--- src/rtl/arbiter_rr_n_reg.sv ---
// arbiter_rr_n_reg: N-way round-robin arbiter with a registered output stage (one cycle latency).
// Define ARB_LAST_PRIORITY_EN to give requester N-1 absolute priority over the round-robin engines.
module arbiter_rr_n_reg #(
   parameter  int unsigned N      = 5,
   parameter  int unsigned DWIDTH = 11,
   localparam int unsigned IDX_W  = $clog2(N)
) (
   input  logic                clk,
   input  logic                rst,
   input  logic [N-1:0]        in_valid,
   input  logic [N*DWIDTH-1:0] in_data,
   output logic [N-1:0]        in_ready,
   output logic                out_valid,
   output logic [DWIDTH-1:0]   out_data,
   output logic [IDX_W-1:0]    out_id,
   input  logic                out_ready
);

`ifdef ARB_LAST_PRIORITY_EN
   localparam int unsigned SCAN_N = N - 1;
`else
   localparam int unsigned SCAN_N = N;
`endif

   logic [IDX_W-1:0]  ptr;
   logic [IDX_W-1:0]  win;
   logic              found;
   logic              hold_ptr;
   logic              can_load;
   logic [DWIDTH-1:0] slot [N];
   int unsigned       scan_base;
   int unsigned       cand;

   always_comb begin
      for (int unsigned k = 0; k < N; k++) begin
         slot[k] = in_data[k*DWIDTH +: DWIDTH];
      end
   end

   // ptr can point at N-1 when that index is excluded from the scan; restart at 0 then.
   always_comb begin
      found     = 1'b0;
      win       = '0;
      hold_ptr  = 1'b0;
      cand      = '0;
      scan_base = (32'(ptr) >= SCAN_N) ? '0 : 32'(ptr);
      for (int unsigned k = 0; k < SCAN_N; k++) begin
         cand = scan_base + k;
         if (cand >= SCAN_N) begin
            cand = cand - SCAN_N;
         end
         if (!found && in_valid[cand[IDX_W-1:0]]) begin
            found = 1'b1;
            win   = cand[IDX_W-1:0];
         end
      end
`ifdef ARB_LAST_PRIORITY_EN
      if (in_valid[N-1]) begin
         win      = IDX_W'(N - 1);
         hold_ptr = 1'b1;
      end
`endif
   end

   always_comb begin
      can_load = (|in_valid) && (!out_valid || out_ready) && !rst;
      in_ready = can_load ? (N'(1) << win) : '0;
   end

   always_ff @(posedge clk) begin
      if (rst) begin
         out_valid <= 1'b0;
         out_data  <= '0;
         out_id    <= '0;
         ptr       <= '0;
      end else if (can_load) begin
         out_valid <= 1'b1;
         out_data  <= slot[win];
         out_id    <= win;
         if (!hold_ptr) begin
            ptr <= (win == IDX_W'(N - 1)) ? '0 : win + 1'b1;
         end
      end else if (out_ready) begin
         out_valid <= 1'b0;
      end
   end

endmodule
--- config.mk ---
export PLATFORM = sky130hd
export DESIGN_NAME = arbiter_rr_n_reg
export DESIGN_NICKNAME = d
export VERILOG_FILES = /design/src/rtl/arbiter_rr_n_reg.sv
export SDC_FILE = /design/constraint.sdc
export NUM_CORES = 1
export LEC_CHECK = 0
export ABC_AREA = 1
export CAP_MARGIN = 20
export CELL_PAD_IN_SITES_DETAIL_PLACEMENT = 0
export CELL_PAD_IN_SITES_GLOBAL_PLACEMENT = 1
export CORE_UTILIZATION = 31
export CTS_CLUSTER_DIAMETER = 200
export DETAILED_ROUTE_END_ITERATION = 12
export PLACE_DENSITY_LB_ADDON = 0.2
export SKIP_LAST_GASP = 1
export SYNTH_ARGS = -nofsm -noshare
export SYNTH_HDL_FRONTEND = slang
export SYNTH_SLANG_ARGS = --single-unit
--- constraint.sdc ---
create_clock -name clk -period 5.34 [get_ports clk]
set_input_delay 1.068 -clock clk [delete_from_list [all_inputs] [get_ports clk]]
set_output_delay 1.068 -clock clk [all_outputs]
set_load 0.01 [all_outputs]
==> results of run 1 <==
-- per-stage QoR --
| stage | utilization | worst slack (ns) | std cells | area (um2) |
|---|---|---|---|---|
| 3_5_place_dp | 0.443 | 0.471 | 621 | 3420 |
| 6_report | 0.455 | 0.367 | 625 | 3510 |
| 3_3_place_gp | 0.443 | 0.501 | 621 | 3420 |
| 4_1_cts | 0.450 | 0.225 | 625 | 3480 |
| 2_1_floorplan | - | 1.09 | 441 | 2470 |
| 5_1_grt | 0.455 | -0.00911 | 625 | 3510 |
-- logic make-up (layout without fill, tap and decap cells) --
| kind of cell | count (synthesis) | in the layout | share of synthesized area |
|---|---|---|---|
| flops | 18 | 18 | 0.146 |
| simple gates | 254 | 254 | 0.498 |
| buf+inv | 102 | 184 | 0.167 |
| compound gates | 54 | 54 | 0.123 |
| fa+ha+maj | 13 | 13 | 0.0658 |
-- critical path, stage by stage (launching register included) --
cell	delay (ns)
dfxtp_1	0.34
buf_4	0.17
nor2_4	0.14
nand2_4	0.11
inv_1	0.15
ha_2	0.24
nand4_4	0.18
nand3_4	0.14
nand2_2	0.08
nand2_1	0.15
nand2_1	0.08
nand3_1	0.07
nand3_1	0.13
nand2_1	0.17
nand3_1	0.11
nand3_1	0.09
nand2_1	0.07
inv_1	0.06
nor2_1	0.04
nor2_2	0.14
ha_1	0.18
ha_1	0.14
inv_1	0.04
nor2_1	0.08
clkdlybuf4s50_1	0.54
-- metal layers --
| layer | wire [um] | track usage |
|---|---|---|
| met5 | 0 | 0 |
| met3 | 458 | 0.0352 |
| met4 | 103 | 0.0450 |
| met2 | 4110 | 0.362 |
| met1 | 3640 | 0.244 |
-- cell usage after synthesis, types with 4 or more instances --
master	number
buf_2	7
inv_2	7
nor2_2	5
nand2_2	11
o21ai_1	14
clkbuf_1	5
ha_1	13
nand3_2	5
o211ai_1	4
o21ai_0	8
nand4_1	10
dfxtp_1	18
nand2_1	114
nor2_1	11
o21ai_2	5
a21oi_1	21
inv_1	79
nand3_1	89
-- registers in the layout, indices dropped and copies added (netlist names) --
signal	cells
out_data	11
out_valid	1
ptr	3
out_id	3
-- cell type report --
class | instances | area [um2]
clock buffers | 4 | 55.1
flip-flops and latches | 18 | 362
repair buffers | 94 | 911
well taps | 102 | 128
multi-input cells | 321 | 1730
inverters | 86 | 325
fillers | 865 | 4210
-- placed cells by master, fill, tap and decap left out, types with 2 or more instances in the layout --
| master | netlist | layout |
|---|---|---|
| nand2_1 | 114 | 113 |
| nand3_1 | 89 | 89 |
| clkdlybuf4s50_1 | 0 | 82 |
| inv_1 | 79 | 79 |
| a21oi_1 | 21 | 21 |
| dfxtp_1 | 18 | 17 |
| o21ai_1 | 14 | 15 |
| nand2_2 | 11 | 12 |
| ha_1 | 13 | 12 |
| buf_4 | 2 | 12 |
| nor2_1 | 11 | 11 |
| nand4_1 | 10 | 10 |
| o21ai_2 | 5 | 6 |
| inv_2 | 7 | 6 |
| nand3_2 | 5 | 5 |
| o21ai_0 | 8 | 5 |
| nor2_2 | 5 | 4 |
| o211ai_1 | 4 | 4 |
| clkbuf_8 | 0 | 4 |
| nand3_4 | 2 | 2 |
| nor2_4 | 1 | 2 |
| nand2_4 | 2 | 2 |
-- worst paths after layout --
kind,endpoint,cells after the start,slack [ns],startpoint
hold reg to reg,out_data[6],2,0.47,out_data[6]
hold / removal,out_data[6],2,0.47,out_data[6]
setup / recovery,in_ready[3],24,0.37,ptr[0]
setup reg to reg,ptr[2],21,1.86,ptr[2]
==> summary.md, run 1 <==
| Metric | Value |
|---|---|
| CTS Hold Buffers Added | 0 |
| Setup TNS | 0 ns |
| Top post-synthesis cells by area | nand3_1 (18%), nand2_1 (17%), dfxtp_1 (15%) |
| DRT Pass-1 Iters | 4 |
| Global-route wire length before repair | approximately 14 mm |
| Total CTS buffers | 3 |
| CP Max Fanout | 8 |
| Synth top area share | 0.180 |
| Detailed Place HPWL | ~6.7 mm |
| Layout Skew | between 0.001 and 0.0015 ns |
| Yosys warnings | 0 |
| Crit start category | flip-flop |
| Worst-Skew Late Latency | 0.26 ns |
| Inserted Diodes | 0 |
| Drt drc | 0 |
| Syn nets | between 500 and 600 |
| Clock root cell | clkbuf_8 |
| Via-per-instance ratio | ~4.8 |
| Fraction of registers with async set/reset | 0 |
| Synth cell types | 28 |
| Crit path DAT | about 3.9 ns |
| Number of buffers added on ports | 82 |
| Initial antenna violation count | 0 |
| Tcrit/Tclk final | 0.931 |
| Final setup viols | 0 |
| Crit. End Element | primary output |
| Postcts setup bufs | 0 |
| Seq cells post-synth | 18 |
| Horiz. Die Dim | between 90 and 100 um |
| TritonCTS clock tree | built |
| # clock sinks | 18 |
| Slew Limit Fails | 0 |
| Die ar. | 8340 um2 |
| Hold Violations, Final | 0 |
| Predominant post-synthesis flop cell | dfxtp_1 |
| Fin crit period | roughly 5 ns |
| Die Y | just over 90 um |
| Wirelength per Cell | between 10 and 15 um |
| Core ar. | around 7700 um2 |
| Sequential-to-total area share from yosys stat | 0.146 |
| DR vias | just under 3000 |
| Min-delay worst type | flip-flop to flip-flop |
| CP required | around 4.3 ns |
| Post-Synthesis Cells | 441 |
| Fin nets | 600 |
| Syn Area/Cell | ~5.6 um2 |
| Worst Hold Slack | between 0.4 and 0.5 ns |
| Fmax achieved | a little over 200 MHz |
| Tot GR Track Use | 0.200 |
| WL final | 8.32 mm |
| Clock transition at path regs | ~0.080 ns |
| Layout Area Growth over Synthesis | 42.0% |
| Share of post-route cells with drive strength above 1 | 0.119 |
| Cts repair resizes | 0 |
| H-tree depth | 1 |
| Row cnt | 32 |
| Number of max-cap violations | 0 |
| Max Root-Sink Buffers | 2 |
| Final ANT Viol Nets | 0 |
| Initial Utilization | 0.320 |
| WS Path Type | flip-flop to primary output |
| Max-slew headroom | 0.714 |
| GPL Wtd Cong | between 0.8 and 0.9 |
| Remaining Overflow, GRT | 0 |
| Worst-Margin Slew | 0.425 ns |
| Num ports | just over 80 |
| Vias in the first global route | roughly 2900 |
| DRT iter0 DRCs | roughly 130 |
| Largest net degree at the start of global routing | 23 |
| Status | finished, final reports clean |
| Post-Syn Area | around 2500 um2 |
| Number of synthesized flops with an enable pin | 0 |
| Area leader, netlist | nand3_1 |
Power of run 1 is left out: the tool's default activity adds up to more than one toggle a clock period on the data nets, which glitch-free logic cannot reach.
==> run 2, diff against run 1 <==
--- a/config.mk
+++ b/config.mk
@@ -9,6 +9,7 @@
 export CAP_MARGIN = 20
 export CELL_PAD_IN_SITES_DETAIL_PLACEMENT = 0
 export CELL_PAD_IN_SITES_GLOBAL_PLACEMENT = 1
+export CORE_MARGIN = 5
 export CORE_UTILIZATION = 31
 export CTS_CLUSTER_DIAMETER = 200
 export DETAILED_ROUTE_END_ITERATION = 12
==> run 2 against run 1 <==
Clock skew rose by 0.0022 ns. Sequential share of layout area barely moved. Worst hold slack got worse by 0.0032 ns. Global-route usage fell by 4.1 points. Highest routed layer unchanged. Final cell count rose by 0.32%. Utilization fell by 0.14 points. Count of clock-buffer cells in the layout did not move. Register-to-register slack improved by 0.03 ns. Critical endpoint is now in_ready[4]. First-iteration DRC count fell by 10%. Die area rose by 18%. Non-clock buffer count rose by 1.
==> summary.md, run 2 (same netlist as run 1, synthesis figures left out) <==
| Metric | Value |
|---|---|
| Status | finished, final reports clean |
| Initial antenna violation count | 0 (unchanged) |
| Crit-path max cell delay | 0.54 ns (about the same) |
| Max FFs per register | 11 (unchanged) |
| CTS Hold Buffers Added | 0 (unchanged) |
| Row cnt | 32 (unchanged) |
| Number of buffers added on ports | 82 (unchanged) |
| Crit path top cell by count | nand2_1 |
| Min-delay worst type | flip-flop to flip-flop |
| Commonest non-fill, non-tap cell in the layout | nand2_1 |
| Final setup viols | 0 (unchanged) |
| WL final | 8.22 mm (-1.2%) |
| Critical path, cell by cell | nor2_2, nand2_4, inv_1, ha_1, inv_1, nand3_4, nand2_2, nand2_1, nor2_2, nand2_1, nand2_1, nand2_1, nand3_1, nand3_1, nand2_1, nand3_2, nand2_8, ha_1, nand2_1, nor2_1, clkdlybuf4s50_1 |
| Detailed Place HPWL | 6.44 mm (-3.8%) |
| Worst-Skew Late Latency | 0.26 ns (about the same) |
| Number of max-cap violations | 0 (unchanged) |
| Setup TNS | 0 ns (unchanged) |
| Fin crit period | 4.96 ns (-0.0135 ns) |
| Worst r2r src | ptr[0] |
| Initial Utilization | 0.318 (-0.00165) |
| Remaining Overflow, GRT | 0 (unchanged) |
| Largest net degree at the start of global routing | 26 (+13%) |
| Max-slew headroom | 0.620 (-0.0936) |
| Fin area | 3520 um2 (+0.21%) |
| Vias in the first global route | 2842 (-2.9%) |
| Die Y | 99.3 um (+8.8%) |
| Fmax achieved | 202 MHz (+0.27%) |
| Internal reg-to-reg setup slack | 1.89 ns (+0.03 ns) |
| Worst Setup Slack, final | 0.381 ns (+0.0135 ns) |
| Hold Path Depth | 2 (unchanged) |
| WS Path Type | flip-flop to primary output |
| Placed inst area | 3380 um2 (-1.1%) |
| Kind of cell adding the most delay to the critical path | simple AND/OR/NAND/NOR gates |
| Wirelength per Cell | 13.1 um (-1.5%) |
| CP bufs+invs | 3 (-2) |
| Worst hold start | out_data[4] |
| Worst R2R End | ptr[2] |
| Inserted Diodes | 0 (unchanged) |
| # fillers | 859 (-0.69%) |
| Layout Area Growth over Synthesis | 42.3% |
| Worst r2r path cells | 23 (+9.5%) |
| Slowest cell on the critical path | clkdlybuf4s50_1 |
| Drt drc | 0 (unchanged) |
| Via-per-instance ratio | 4.80 (+0.96%) |
| H-tree depth | 1 (unchanged) |
| First element of the critical path | ptr[0] |
| CP required | 4.27 ns (about the same) |
| Clock transition at path regs | 0.07 ns (about the same) |
| Layout Skew | 0.00349 ns (+0.00217 ns) |
| DR vias | 3009 (+1.3%) |
| Crit start category | flip-flop |
| Worst-Margin Slew | 0.568 ns (+0.143 ns) |
| Core ar. | 7770 um2 (+0.52%) |
| DRT iter0 DRCs | 114 (-10%) |
| Final ANT Viol Nets | 0 (unchanged) |
| Fin nets | 602 (+0.33%) |
| Horiz. Die Dim | 99.3 um (+8.8%) |
| Hold path endpoint | out_data[4] |
| Biggest register | out_data |
| Hold Violations, Final | 0 (unchanged) |
| TritonCTS clock tree | built |
| Clock root cell | clkbuf_8 |
| Total CTS buffers | 3 (unchanged) |
| Share of post-route cells with drive strength above 1 | 0.118 (-0.000452) |
| Global-route wire length before repair | 13.2 mm (-3.2%) |
| Slew Limit Fails | 0 (unchanged) |
| DRT Pass-1 Iters | 4 (unchanged) |
| CP Max Fanout | 13 (+5) |
| Num ports | 83 (unchanged) |
| Worst Hold Slack | 0.466 ns (-0.00324 ns) |
| GPL Wtd Cong | 0.866 (-0.13%) |
| Most frequent cells in the layout | nand2_1 (114), nand3_1 (88), clkdlybuf4s50_1 (82) |
| Crit. End Element | primary output |
| Pre-CTS worst setup slack | 0.388 ns (-0.0833 ns) |
| Tot GR Track Use | 0.159 (-0.0414) |
| Crit path DAT | 3.89 ns (about the same) |
| Tcrit/Tclk final | 0.929 (-0.00253) |
| Max Root-Sink Buffers | 2 (unchanged) |
| Die ar. | 9870 um2 (+18%) |
| # clock sinks | 18 (unchanged) |
| Top Registers | out_data (11), out_id (3), ptr (3) |
## run 2: per-stage QoR
stage | std cells | utilization
after floorplan | 441 | -
after global placement | 616 | 0.436
after detailed placement | 616 | 0.436
after CTS | 620 | 0.443
after global routing | 627 | 0.453
final | 627 | 0.453
## run 2: how the worst max path moves through the flow
stage	end	slack, ns	depth (start not counted)
global route	in_ready[4]	-0.003	23
finish	in_ready[4]	0.38	21
floorplan	in_ready[3]	1.09	21
CTS	in_ready[4]	0.12	20
detailed placement	in_ready[4]	0.39	18
global placement	in_ready[4]	0.41	18
## run 2: timing repair
action,CTS,global route
setup buffers,0,6
resized for setup,0,9
endpoints found under the setup margin,0,5
## run 2: worst register-to-register path, cell delays in order, from the launching register on
cell     delay, ns
dfxtp_1       0.48
nor2_2        0.11
nand2_4       0.13
inv_1         0.10
ha_1          0.20
inv_1         0.27
nand3_4       0.18
nand2_2       0.13
nand2_1       0.10
nor2_2        0.15
nand2_1       0.06
nand2_1       0.08
nand2_1       0.12
nand3_1       0.12
nand3_1       0.07
nand2_1       0.11
inv_1         0.05
nor2_1        0.10
nor2_2        0.07
ha_1          0.18
ha_1          0.29
nor2_1        0.10
nand2_1       0.07
a21oi_1       0.13
## run 2: per-layer routing
metal	up-vias	share of wire	global-route usage
met5	-	0	0
met1	1300	0.43	0.198
met2	107	0.48	0.274
met3	16	0.063	0.0365
li1	1586	-	-
met4	0	0.024	0.0420
## run 2: final cells by class
| class | instances | area [um2] | area share |
|---|---|---|---|
| Inverter | 86 | 325 | 0.0924 |
| Tap cell | 102 | 128 | 0.0362 |
| Multi-Input combinational cell | 322 | 1730 | 0.492 |
| Clock buffer | 4 | 55.1 | 0.0156 |
| Timing Repair Buffer | 95 | 918 | 0.261 |
| Sequential cell | 18 | 362 | 0.103 |
Power of run 2 is left out for the same reason.
